File: config.mk
export PLATFORM = sky130hd
export DESIGN_NAME = lcd_line_writer
export DESIGN_NICKNAME = d
export VERILOG_FILES = /design/src/rtl/lcd_line_writer.sv
export SDC_FILE = /design/constraint.sdc
export NUM_CORES = 1
export LEC_CHECK = 0
export CORE_ASPECT_RATIO = 1.1
export CORE_UTILIZATION = 61
export DETAILED_ROUTE_END_ITERATION = 16
export GPL_TIMING_DRIVEN = 0
export PLACE_DENSITY = 0.95
export SLEW_MARGIN = 20
export SYNTH_ARGS = -nofsm -noshare
export SYNTH_HDL_FRONTEND = slang
export SYNTH_SLANG_ARGS = --single-unit
File: constraint.sdc
create_clock -name clk -period 5.09 [get_ports clk]
set_input_delay 1.527 -clock clk [delete_from_list [all_inputs] [get_ports clk]]
set_output_delay 1.527 -clock clk [all_outputs]
set_load 0.1 [all_outputs]
File: src/rtl/lcd_line_writer.sv
`default_nettype none
// ============================================================================
//  Module      : lcd_line_writer
//  Description : HD44780-style character-LCD driver. After power-up it
//                initialises the display, then rewrites positions 0..5 of
//                line 1 with char1..char6 every time the presented text
//                differs from the text last written. Each byte is paced by
//                a SETUP / PULSE / HOLD / WAIT sub-sequence driven by a
//                single down-counter.
//  Ports       : clk          - system clock, rising edge
//                rst          - asynchronous active-high reset
//                char1..char6 - character codes, bit 8 = RS, bits 7:0 = byte
//                lcd_rs       - LCD register select
//                lcd_rw       - LCD read/write, constant 0 (write only)
//                lcd_en       - LCD enable strobe
//                lcd_data     - LCD data bus
//                busy         - high whenever the controller is not idle
//                init_done    - set once the init sequence has completed
//                refresh_done - one-cycle pulse in the final wait cycle of
//                               the sixth character
//  Revision    : 1.0 - initial release
// ============================================================================
module lcd_line_writer #(
    parameter int T_AS    = 4,
    parameter int T_PW    = 25,
    parameter int T_CMD   = 2500,
    parameter int T_CLR   = 100000,
    parameter int T_PWRUP = 1000000
) (
    input  logic       clk,
    input  logic       rst,
    input  logic [8:0] char1,
    input  logic [8:0] char2,
    input  logic [8:0] char3,
    input  logic [8:0] char4,
    input  logic [8:0] char5,
    input  logic [8:0] char6,
    output logic       lcd_rs,
    output logic       lcd_rw,
    output logic       lcd_en,
    output logic [7:0] lcd_data,
    output logic       busy,
    output logic       init_done,
    output logic       refresh_done
);

    // Counter must hold the largest reload value (parameter - 1).
    localparam int c_MAX_A = (T_AS > T_PW) ? T_AS : T_PW;
    localparam int c_MAX_B = (T_CMD > T_CLR) ? T_CMD : T_CLR;
    localparam int c_MAX_C = (c_MAX_A > c_MAX_B) ? c_MAX_A : c_MAX_B;
    localparam int c_MAX_T = (c_MAX_C > T_PWRUP) ? c_MAX_C : T_PWRUP;
    localparam int c_CNT_W = $clog2(c_MAX_T + 1);

    localparam logic [c_CNT_W-1:0] c_LD_AS    = c_CNT_W'(T_AS - 1);
    localparam logic [c_CNT_W-1:0] c_LD_PW    = c_CNT_W'(T_PW - 1);
    localparam logic [c_CNT_W-1:0] c_LD_CMD   = c_CNT_W'(T_CMD - 1);
    localparam logic [c_CNT_W-1:0] c_LD_CLR   = c_CNT_W'(T_CLR - 1);
    localparam logic [c_CNT_W-1:0] c_LD_PWRUP = c_CNT_W'(T_PWRUP - 1);

    localparam logic [7:0] c_CMD_SET_ADDR = 8'h80;
    localparam logic [7:0] c_CMD_CLEAR    = 8'h01;

    typedef enum logic [2:0] {
        S_PWRUP = 3'd0,
        S_INIT  = 3'd1,
        S_IDLE  = 3'd2,
        S_ADDR  = 3'd3,
        S_CHAR  = 3'd4
    } state_t;

    typedef enum logic [1:0] {
        P_SETUP = 2'd0,
        P_PULSE = 2'd1,
        P_HOLD  = 2'd2,
        P_WAIT  = 2'd3
    } phase_t;

    function automatic logic [7:0] init_byte(input logic [2:0] idx);
        logic [7:0] b;
        case (idx)
            3'd0:    b = 8'h38;   // 8-bit bus, 2 lines, 5x8 font
            3'd1:    b = 8'h0C;   // display on, cursor off
            3'd2:    b = 8'h06;   // auto-increment, no shift
            default: b = c_CMD_CLEAR;
        endcase
        return b;
    endfunction

    // ------------------------------------------------------------------
    // Registers
    // ------------------------------------------------------------------
    state_t               r_state;
    phase_t               r_phase;
    logic [c_CNT_W-1:0]   r_cnt;
    logic [2:0]           r_idx;
    logic                 r_rs;
    logic [7:0]           r_data;
    logic                 r_en;
    logic                 r_init_done;
    logic                 r_pending;
    logic [8:0]           r_snap [6];

    // ------------------------------------------------------------------
    // Next-state values
    // ------------------------------------------------------------------
    state_t               w_state_nxt;
    phase_t               w_phase_nxt;
    logic [c_CNT_W-1:0]   w_cnt_nxt;
    logic [2:0]           w_idx_nxt;
    logic                 w_rs_nxt;
    logic [7:0]           w_data_nxt;
    logic                 w_en_nxt;
    logic                 w_init_done_nxt;
    logic                 w_pending_nxt;
    logic [8:0]           w_snap_nxt [6];
    logic                 w_refresh_done;

    // Request to start a new byte (enter SETUP with these RS/data values).
    logic                 w_load;
    logic                 w_load_rs;
    logic [7:0]           w_load_data;

    logic [8:0]           w_chars [6];
    logic                 w_changed;
    logic                 w_is_clear;
    logic [2:0]           w_idx_inc;

    assign w_chars[0] = char1;
    assign w_chars[1] = char2;
    assign w_chars[2] = char3;
    assign w_chars[3] = char4;
    assign w_chars[4] = char5;
    assign w_chars[5] = char6;

    assign w_idx_inc  = r_idx + 3'd1;

    // The clear command needs the long wait; judged on the byte on the bus.
    assign w_is_clear = (r_rs == 1'b0) && (r_data == c_CMD_CLEAR);

    always_comb begin
        w_changed = 1'b0;
        for (int i = 0; i < 6; i++) begin
            if (w_chars[i] != r_snap[i]) begin
                w_changed = 1'b1;
            end
        end
    end

    // ------------------------------------------------------------------
    // Next-state / output logic
    // ------------------------------------------------------------------
    always_comb begin
        w_state_nxt     = r_state;
        w_phase_nxt     = r_phase;
        w_cnt_nxt       = r_cnt;
        w_idx_nxt       = r_idx;
        w_rs_nxt        = r_rs;
        w_data_nxt      = r_data;
        w_en_nxt        = r_en;
        w_init_done_nxt = r_init_done;
        w_pending_nxt   = r_pending;
        w_refresh_done  = 1'b0;
        w_load          = 1'b0;
        w_load_rs       = 1'b0;
        w_load_data     = 8'h00;
        for (int i = 0; i < 6; i++) begin
            w_snap_nxt[i] = r_snap[i];
        end

        case (r_state)
            S_PWRUP: begin
                if (r_cnt == '0) begin
                    w_state_nxt = S_INIT;
                    w_idx_nxt   = 3'd0;
                    w_load      = 1'b1;
                    w_load_data = init_byte(3'd0);
                end else begin
                    w_cnt_nxt = r_cnt - 1'b1;
                end
            end

            S_IDLE: begin
                if (r_pending || w_changed) begin
                    for (int i = 0; i < 6; i++) begin
                        w_snap_nxt[i] = w_chars[i];
                    end
                    w_pending_nxt = 1'b0;
                    w_state_nxt   = S_ADDR;
                    w_load        = 1'b1;
                    w_load_data   = c_CMD_SET_ADDR;
                end
            end

            // S_INIT, S_ADDR, S_CHAR all run the byte sub-sequence.
            default: begin
                if (r_cnt != '0) begin
                    w_cnt_nxt = r_cnt - 1'b1;
                end else begin
                    case (r_phase)
                        P_SETUP: begin
                            w_phase_nxt = P_PULSE;
                            w_en_nxt    = 1'b1;
                            w_cnt_nxt   = c_LD_PW;
                        end
                        P_PULSE: begin
                            w_phase_nxt = P_HOLD;
                            w_en_nxt    = 1'b0;
                            w_cnt_nxt   = c_LD_AS;
                        end
                        P_HOLD: begin
                            w_phase_nxt = P_WAIT;
                            w_cnt_nxt   = w_is_clear ? c_LD_CLR : c_LD_CMD;
                        end
                        default: begin
                            // Byte finished: choose the next byte or stop.
                            case (r_state)
                                S_INIT: begin
                                    if (r_idx == 3'd3) begin
                                        w_init_done_nxt = 1'b1;
                                        w_pending_nxt   = 1'b1;
                                        w_state_nxt     = S_IDLE;
                                    end else begin
                                        w_idx_nxt   = w_idx_inc;
                                        w_load      = 1'b1;
                                        w_load_data = init_byte(w_idx_inc);
                                    end
                                end
                                S_ADDR: begin
                                    w_state_nxt = S_CHAR;
                                    w_idx_nxt   = 3'd0;
                                    w_load      = 1'b1;
                                    w_load_rs   = r_snap[0][8];
                                    w_load_data = r_snap[0][7:0];
                                end
                                default: begin
                                    if (r_idx == 3'd5) begin
                                        w_refresh_done = 1'b1;
                                        w_state_nxt    = S_IDLE;
                                    end else begin
                                        w_idx_nxt   = w_idx_inc;
                                        w_load      = 1'b1;
                                        w_load_rs   = r_snap[w_idx_inc][8];
                                        w_load_data = r_snap[w_idx_inc][7:0];
                                    end
                                end
                            endcase
                        end
                    endcase
                end
            end
        endcase

        // RS/data only ever change here, on SETUP entry.
        if (w_load) begin
            w_rs_nxt    = w_load_rs;
            w_data_nxt  = w_load_data;
            w_en_nxt    = 1'b0;
            w_phase_nxt = P_SETUP;
            w_cnt_nxt   = c_LD_AS;
        end
    end

    // ------------------------------------------------------------------
    // State register
    // ------------------------------------------------------------------
    always_ff @(posedge clk or posedge rst) begin
        if (rst) begin
            r_state     <= S_PWRUP;
            r_phase     <= P_SETUP;
            r_cnt       <= c_LD_PWRUP;
            r_idx       <= 3'd0;
            r_rs        <= 1'b0;
            r_data      <= 8'h00;
            r_en        <= 1'b0;
            r_init_done <= 1'b0;
            r_pending   <= 1'b0;
            for (int i = 0; i < 6; i++) begin
                r_snap[i] <= 9'd0;
            end
        end else begin
            r_state     <= w_state_nxt;
            r_phase     <= w_phase_nxt;
            r_cnt       <= w_cnt_nxt;
            r_idx       <= w_idx_nxt;
            r_rs        <= w_rs_nxt;
            r_data      <= w_data_nxt;
            r_en        <= w_en_nxt;
            r_init_done <= w_init_done_nxt;
            r_pending   <= w_pending_nxt;
            for (int i = 0; i < 6; i++) begin
                r_snap[i] <= w_snap_nxt[i];
            end
        end
    end

    assign lcd_rs       = r_rs;
    assign lcd_rw       = 1'b0;
    assign lcd_en       = r_en;
    assign lcd_data     = r_data;
    assign busy         = (r_state != S_IDLE);
    assign init_done    = r_init_done;
    assign refresh_done = w_refresh_done;

endmodule
`default_nettype wire
==> results.sh, run 1 <==
export IMPL_outcome="finished, final reports clean"
export IMPL_post_synth_top_area_fraction_pct=36.5
export IMPL_cts_htree_levels=3
export IMPL_path_class="register to primary output"
export IMPL_cp_max_fo=9
export IMPL_synth_seq_cells=94
export IMPL_port_buffers=68
export IMPL_postRouteWirelength_um=15700
export IMPL_fp_dieArea_um2=9610
export IMPL_place_detailed_hpwl_um=11600
export IMPL_crit_path_cell_trace="inv_1, ha_1, nor4b_1, nand3_1, nor2_2, nand3b_1, nor3_2, clkbuf_2"
export IMPL_dr_pass1_iters=5
export IMPL_cts_setup_buffers=0
export IMPL_drt_initial_drc_count=415
export IMPL_cp_data_arrival_time_ps=3210
export IMPL_synth_flop_type="dfrtp_1"
export IMPL_ys_types=55
export IMPL_worst_setup_path_startpoint="r_cnt[0]"
export IMPL_worstPathBufferInverterCount=2
export IMPL_post_place_ws_ps=113
export IMPL_synthesis_area_per_instance_um2=10.4
export IMPL_ys_seq_area_share_pct=42.1
export IMPL_route_detailed_drc=0
export IMPL_holdCritPathClass="register to register"
export IMPL_setup_viol=0
export IMPL_number_of_global_route_vias_before_repair=5035
export IMPL_timing_critical_path_max_delay_family="simple AND/OR/NAND/NOR gates"
export IMPL_clkSinkCount=94
export IMPL_drive_gt1_share_pct=18.9
export IMPL_flow_area_growth_from_synthesis_pct=18.9
export IMPL_syn_nets=609
export IMPL_most_common_library_cells_after_synthesis="82 x dfrtp_1, 56 x mux2_2, 35 x nor2_1, 32 x inv_1, 26 x xor2_1"
export IMPL_timing_final_ws_setup_ps=350
export IMPL_drv_cap=0
export IMPL_io_pins=70
export IMPL_grt_pass1_wl_um=25100
export IMPL_groute_usage_overall_pct=34.9
export IMPL_timing_critical_path_slowest_stage_cell="clkbuf_2"
export IMPL_timing_final_hold_violations=0
export IMPL_globalRoute_totalOverflow=0
export IMPL_worst_skew_pair_late_latency_ps=390
export IMPL_tightestPinTransition_ps=975
export IMPL_routabilityCongestion=0.944
export IMPL_timing_final_crit_period_ps=4740
export IMPL_routed_via_count=4893
export IMPL_cp_slowest_stage_delay_ps=500
export IMPL_wire_per_inst_um=21.2
export IMPL_numCtsBuffers=9
export IMPL_routed_via_density=6.59
export IMPL_maxSlewHeadroom_pct=34.8
export IMPL_critical_path_endpoint_type="primary output"
export IMPL_clock_tree_from_tritoncts="built"
export IMPL_timing_max_transition_violations_final=0
export IMPL_cts_reportedPaths_clkPinSlew_ps=100
export IMPL_mappedNetlistArea_um2=5630
export IMPL_synth_most_common_cell="dfrtp_1"
export IMPL_row_count=36
export IMPL_grt_antenna_before_repair=0
export IMPL_die_height_um=103
export IMPL_n_antenna_cell=0
export IMPL_ir_drop_mv=0.200
export IMPL_ys_async_sr_fraction_pct=100
export IMPL_totalNegativeSetupSlack_ps=0
export IMPL_synth_edf_count=0
export IMPL_cts_max_path_buffers=2
export IMPL_ys_top_cells_by_area="dfrtp_1 36%, mux2_2 11%, dfstp_2 5.6%, xor2_1 4.0%, mux4_2 3.6%"
export IMPL_post_synth_inst_count=543
export IMPL_die_width_um=93.6
export IMPL_core_um2=8920
export IMPL_power_per_cell_area_nw_per_um2=223
export IMPL_critPathRequiredTime_ps=3560
export IMPL_root_buffer_master="clkbuf_8"
export IMPL_yosys_warnings=0
export IMPL_max_clock_freq_mhz=211
export IMPL_yosys_area_top_type="dfrtp_1"
export IMPL_timing_rr_start="r_idx[0]"
export IMPL_setup_worst_path_start_class="register"
export IMPL_hold_buffers=0
export IMPL_final_antenna_net_count=0
export IMPL_grt_setup_unrepaired="no"
export IMPL_hold_start="init_done"
export IMPL_floorplan_initialDensity_pct=63.1
export IMPL_static_leakage_power_nw=2.71
export IMPL_final_net_count=689
export IMPL_skew_ps=13.1
export IMPL_grt_start_max_net_pins=80
export IMPL_post_route_period_util_pct=93.1
-- cells in the final DEF (no fill, tap or decap), types with 7 or more instances in the layout --
| master | count |
|---|---|
| dfrtp_1 | 82 |
| clkdlybuf4s50_1 | 67 |
| mux2_2 | 56 |
| nor2_1 | 35 |
| inv_1 | 31 |
| xor2_1 | 26 |
| nand2_1 | 25 |
| a21oi_1 | 24 |
| nor2b_1 | 23 |
| o21ai_0 | 17 |
| clkbuf_1 | 16 |
| xnor2_1 | 16 |
| nor3_1 | 14 |
| a211oi_1 | 14 |
| o22ai_1 | 12 |
| dfstp_2 | 12 |
| nor4_1 | 10 |
| ha_1 | 10 |
| clkbuf_8 | 10 |
| nand3_1 | 9 |
| o22a_1 | 9 |
| mux4_2 | 9 |
| a22oi_1 | 8 |
| mux2i_1 | 8 |
| or4_1 | 7 |
| a2111oi_0 | 7 |
-- report_power, final --
part / internal (mW) / switching (mW) / total (mW) / leakage [nW]
Clock: 0.244 / 0.291 / 0.535 / 0.103
Combinational: 0.0868 / 0.0724 / 0.159 / 1.52
Sequential: 0.769 / 0.0272 / 0.796 / 1.08
Total: 1.10 / 0.391 / 1.49 / 2.71
-- final timing paths --
check / endpoint / slack, ps / depth (start not counted)
max in group asynchronous: r_cnt[9] / 3020 / 3
min reg2reg: init_done / 470 / 1
max: refresh_done / 350 / 8
max reg2reg: lcd_data[3] / 1510 / 10
min in group asynchronous: r_snap[11] / 1420 / 2
min: init_done / 470 / 1
-- registers in the layout, indices dropped and copies added (netlist names) --
name,count
r_phase,2
r_state,3
lcd_data,8
r_cnt,20
r_idx,3
lcd_rs,1
lcd_en,1
init_done,1
r_pending,1
r_snap,54
-- per-layer routing --
metal	routed length [um]	track usage, %	up-vias
met3	1080	6.49	95
li1	-	-	2123
met4	1100	23.4	0
met2	7790	60.6	297
met5	0	0	-
met1	5740	39.6	2378
-- cells by family after synthesis --
logic type,synth area share [%]
and+or+nand+nor,14.9
AOI/OAI and AO/OA,13.3
DFF,42.1
muxes,16.2
buffers and inverters,4.65
xor gates and xnor gates,6.54
adders and majority gates,2.22
other,0.0666
-- through the flow --
stage / util [%] / hold WS (ps) / area, um^2 / cells / total power [mW]
floorplan: - / 480 / 5630 / 543 / 0.876
global placement: 72.4 / 454 / 6450 / 725 / 0.949
detailed placement: 72.7 / 455 / 6490 / 726 / 0.963
CTS: 75.1 / 479 / 6690 / 742 / 1.48
global route: 75.0 / 499 / 6690 / 742 / 1.53
finish: 75.0 / 471 / 6690 / 742 / 1.49
-- final cells by class --
type	count	area [um^2]
well taps	114	143
clock buffers	10	138
flip-flops and latches	94	2370
plain buffers	27	141
multi-input cells	390	3000
clock inverters	6	68.8
repair buffers	69	703
inverters	32	125
fillers	579	2230
-- what timing repair did --
action | in CTS | in global routing
endpoints found under the hold margin | 0 | 0
resized for setup | 2 | 1
setup endpoints to repair | 1 | 1
Power figures use the tool's default switching activity.
==> inputs of run 2 (changes only) <==
--- a/config.mk
+++ b/config.mk
@@ -6,10 +6,10 @@
 export NUM_CORES = 1
 export LEC_CHECK = 0
 export CORE_ASPECT_RATIO = 1.1
-export CORE_UTILIZATION = 61
+export CORE_UTILIZATION = 51
 export DETAILED_ROUTE_END_ITERATION = 16
 export GPL_TIMING_DRIVEN = 0
-export PLACE_DENSITY = 0.95
+export PLACE_DENSITY = 0.84
 export SLEW_MARGIN = 20
 export SYNTH_ARGS = -nofsm -noshare
 export SYNTH_HDL_FRONTEND = slang
==> results.sh, run 2 (synthesized netlist as in run 1, its figures left out) <==
export IMPL_port_buffers=68
export IMPL_route_detailed_drc=0
export IMPL_timing_critical_path_max_delay_family="simple AND/OR/NAND/NOR gates"
export IMPL_grt_start_max_net_pins=55
export IMPL_cp_slowest_stage_delay_ps=500
export IMPL_clock_tree_from_tritoncts="built"
export IMPL_path_depth=8
export IMPL_power_switching_mw=0.393
export IMPL_hold_start="init_done"
export IMPL_netSwitchingFraction_pct=24.9
export IMPL_seqPwrFrac_pct=50.4
export IMPL_fp_dieArea_um2=11500
export IMPL_outcome="finished, final reports clean"
export IMPL_tightestPinTransition_ps=977
export IMPL_dpl_instance_area_um2=6520
export IMPL_cts_setup_buffers=0
export IMPL_final_net_count=689
export IMPL_p_total_mw=1.58
export IMPL_worst_setup_path_startpoint="r_cnt[0]"
export IMPL_critical_path_endpoint_type="primary output"
export IMPL_core_um2=10500
export IMPL_worst_skew_pair_late_latency_ps=350
export IMPL_drv_cap=0
export IMPL_globalRoute_totalOverflow=0
export IMPL_critPathRequiredTime_ps=3560
export IMPL_groute_usage_overall_pct=27.6
export IMPL_finish_instance_area_um2=6790
export IMPL_clkPwrFrac_pct=40.1
export IMPL_postRouteWirelength_um=14600
export IMPL_floorplan_initialDensity_pct=53.4
export IMPL_final_antenna_net_count=0
export IMPL_flow_area_growth_from_synthesis_pct=20.7
export IMPL_setup_viol=0
export IMPL_io_pins=70
export IMPL_dr_pass1_iters=6
export IMPL_setup_worst_path_start_class="register"
export IMPL_routed_via_density=6.07
export IMPL_n_antenna_cell=0
export IMPL_post_place_ws_ps=151
export IMPL_maxSlewHeadroom_pct=34.6
export IMPL_crit_path_cell_trace="inv_1, ha_1, nor4b_1, nand3_1, nor2_2, nand3b_1, nor3_2, clkbuf_2"
export IMPL_power_per_cell_area_nw_per_um2=233
export IMPL_timing_critical_path_slowest_stage_cell="clkbuf_2"
export IMPL_max_clock_freq_mhz=215
export IMPL_drive_gt1_share_pct=18.9
export IMPL_row_count=39
export IMPL_holdCritPathClass="register to register"
export IMPL_number_of_global_route_vias_before_repair=4742
export IMPL_timing_final_crit_period_ps=4650
export IMPL_wire_per_inst_um=18.9
export IMPL_worstPathBufferInverterCount=2
export IMPL_numCtsBuffers=9
export IMPL_cts_max_path_buffers=2
export IMPL_cp_max_fo=9
export IMPL_die_width_um=102
export IMPL_holdPathStages=1
export IMPL_path_class="register to primary output"
export IMPL_number_of_flip_flops_under_the_largest_register_name=54
export IMPL_post_route_period_util_pct=91.4
export IMPL_static_leakage_power_nw=2.74
export IMPL_grt_pass1_wl_um=23900
export IMPL_ir_drop_mv=0.199
export IMPL_timing_final_hold_violations=0
export IMPL_top_register="r_snap"
export IMPL_cp_data_arrival_time_ps=3120
export IMPL_cts_htree_levels=3
export IMPL_place_detailed_hpwl_um=11100
export IMPL_timing_final_ws_setup_ps=439
export IMPL_final_cell_mix="82 x dfrtp_1, 67 x clkdlybuf4s50_1, 56 x mux2_2"
export IMPL_cts_reportedPaths_clkPinSlew_ps=70
export IMPL_grt_antenna_before_repair=0
export IMPL_internal_power_mw=1.19
export IMPL_root_buffer_master="clkbuf_16"
export IMPL_layout_commonest_cell="dfrtp_1"
export IMPL_grt_setup_unrepaired="no"
export IMPL_skew_ps=9.48
export IMPL_routabilityCongestion=0.894
export IMPL_drt_initial_drc_count=269
export IMPL_timing_max_transition_violations_final=0
export IMPL_pwr_share_comb_pct=9.5
export IMPL_clkSinkCount=94
export IMPL_fin_worst_hold_slack_ps=475
export IMPL_reg2regPathDepth=10
export IMPL_die_height_um=112
export IMPL_routed_via_count=4678
export IMPL_timing_rr_start="r_idx[0]"
## run 2: cell count changes in the layout (fill, tap and decap cells not counted)
cell | before | now
clkbuf_16 | 0 | 9
clkbuf_8 | 10 | 0
clkinv_2 | 1 | 3
bufinv_16 | 1 | 0
clkinv_4 | 1 | 2
inv_6 | 3 | 2
## run 2: final cells by class
class	count	area, um^2
inverter	32	125
clock inverter	7	48.8
timing repair buffer	69	703
clock buffer	9	225
fill	857	3750
buffer	27	141
sequential	94	2370
tap	143	179
multi-input combinational	390	3000
## run 2: routing by layer
metal  GRT usage, %  vias up  wire length, um
met5              0        -                0
li1               -     2136                -
met2           46.4      196             7180
met4           16.8        0              911
met3           4.98       70              804
met1           32.2     2276             5690
## run 2: worst paths after layout
| kind | slack [ps] | endpoint |
|---|---|---|
| worst max-delay path | 440 | refresh_done |
| worst min-delay path | 470 | init_done |
| min in group asynchronous | 1560 | r_cnt[8] |
| worst min register to register | 470 | init_done |
| worst max register to register | 1520 | lcd_data[3] |
| max in group asynchronous | 2920 | r_cnt[1] |
## run 2: repair_timing
action | CTS | global route
setup endpoints to repair | 1 | 1
hold buffers | 0 | 0
gates resized for setup | 1 | 2
## run 2: stage by stage
step | setup TNS (ps) | util, % | instances
2_1_floorplan | 0 | - | 543
3_3_place_gp | -19570 | 61.6 | 754
3_5_place_dp | 0 | 61.9 | 755
4_1_cts | 0 | 64.5 | 771
5_1_grt | 0 | 64.4 | 771
6_report | 0 | 64.4 | 771
## run 2: power by group through the flow
stage	logic (mW)	clock network (mW)	registers (mW)
after floorplan	0.0780	0	0.798
after global placement	0.142	0	0.807
after detailed placement	0.150	0	0.809
after CTS	0.152	0.648	0.795
after global routing	0.165	0.679	0.798
final	0.151	0.634	0.797
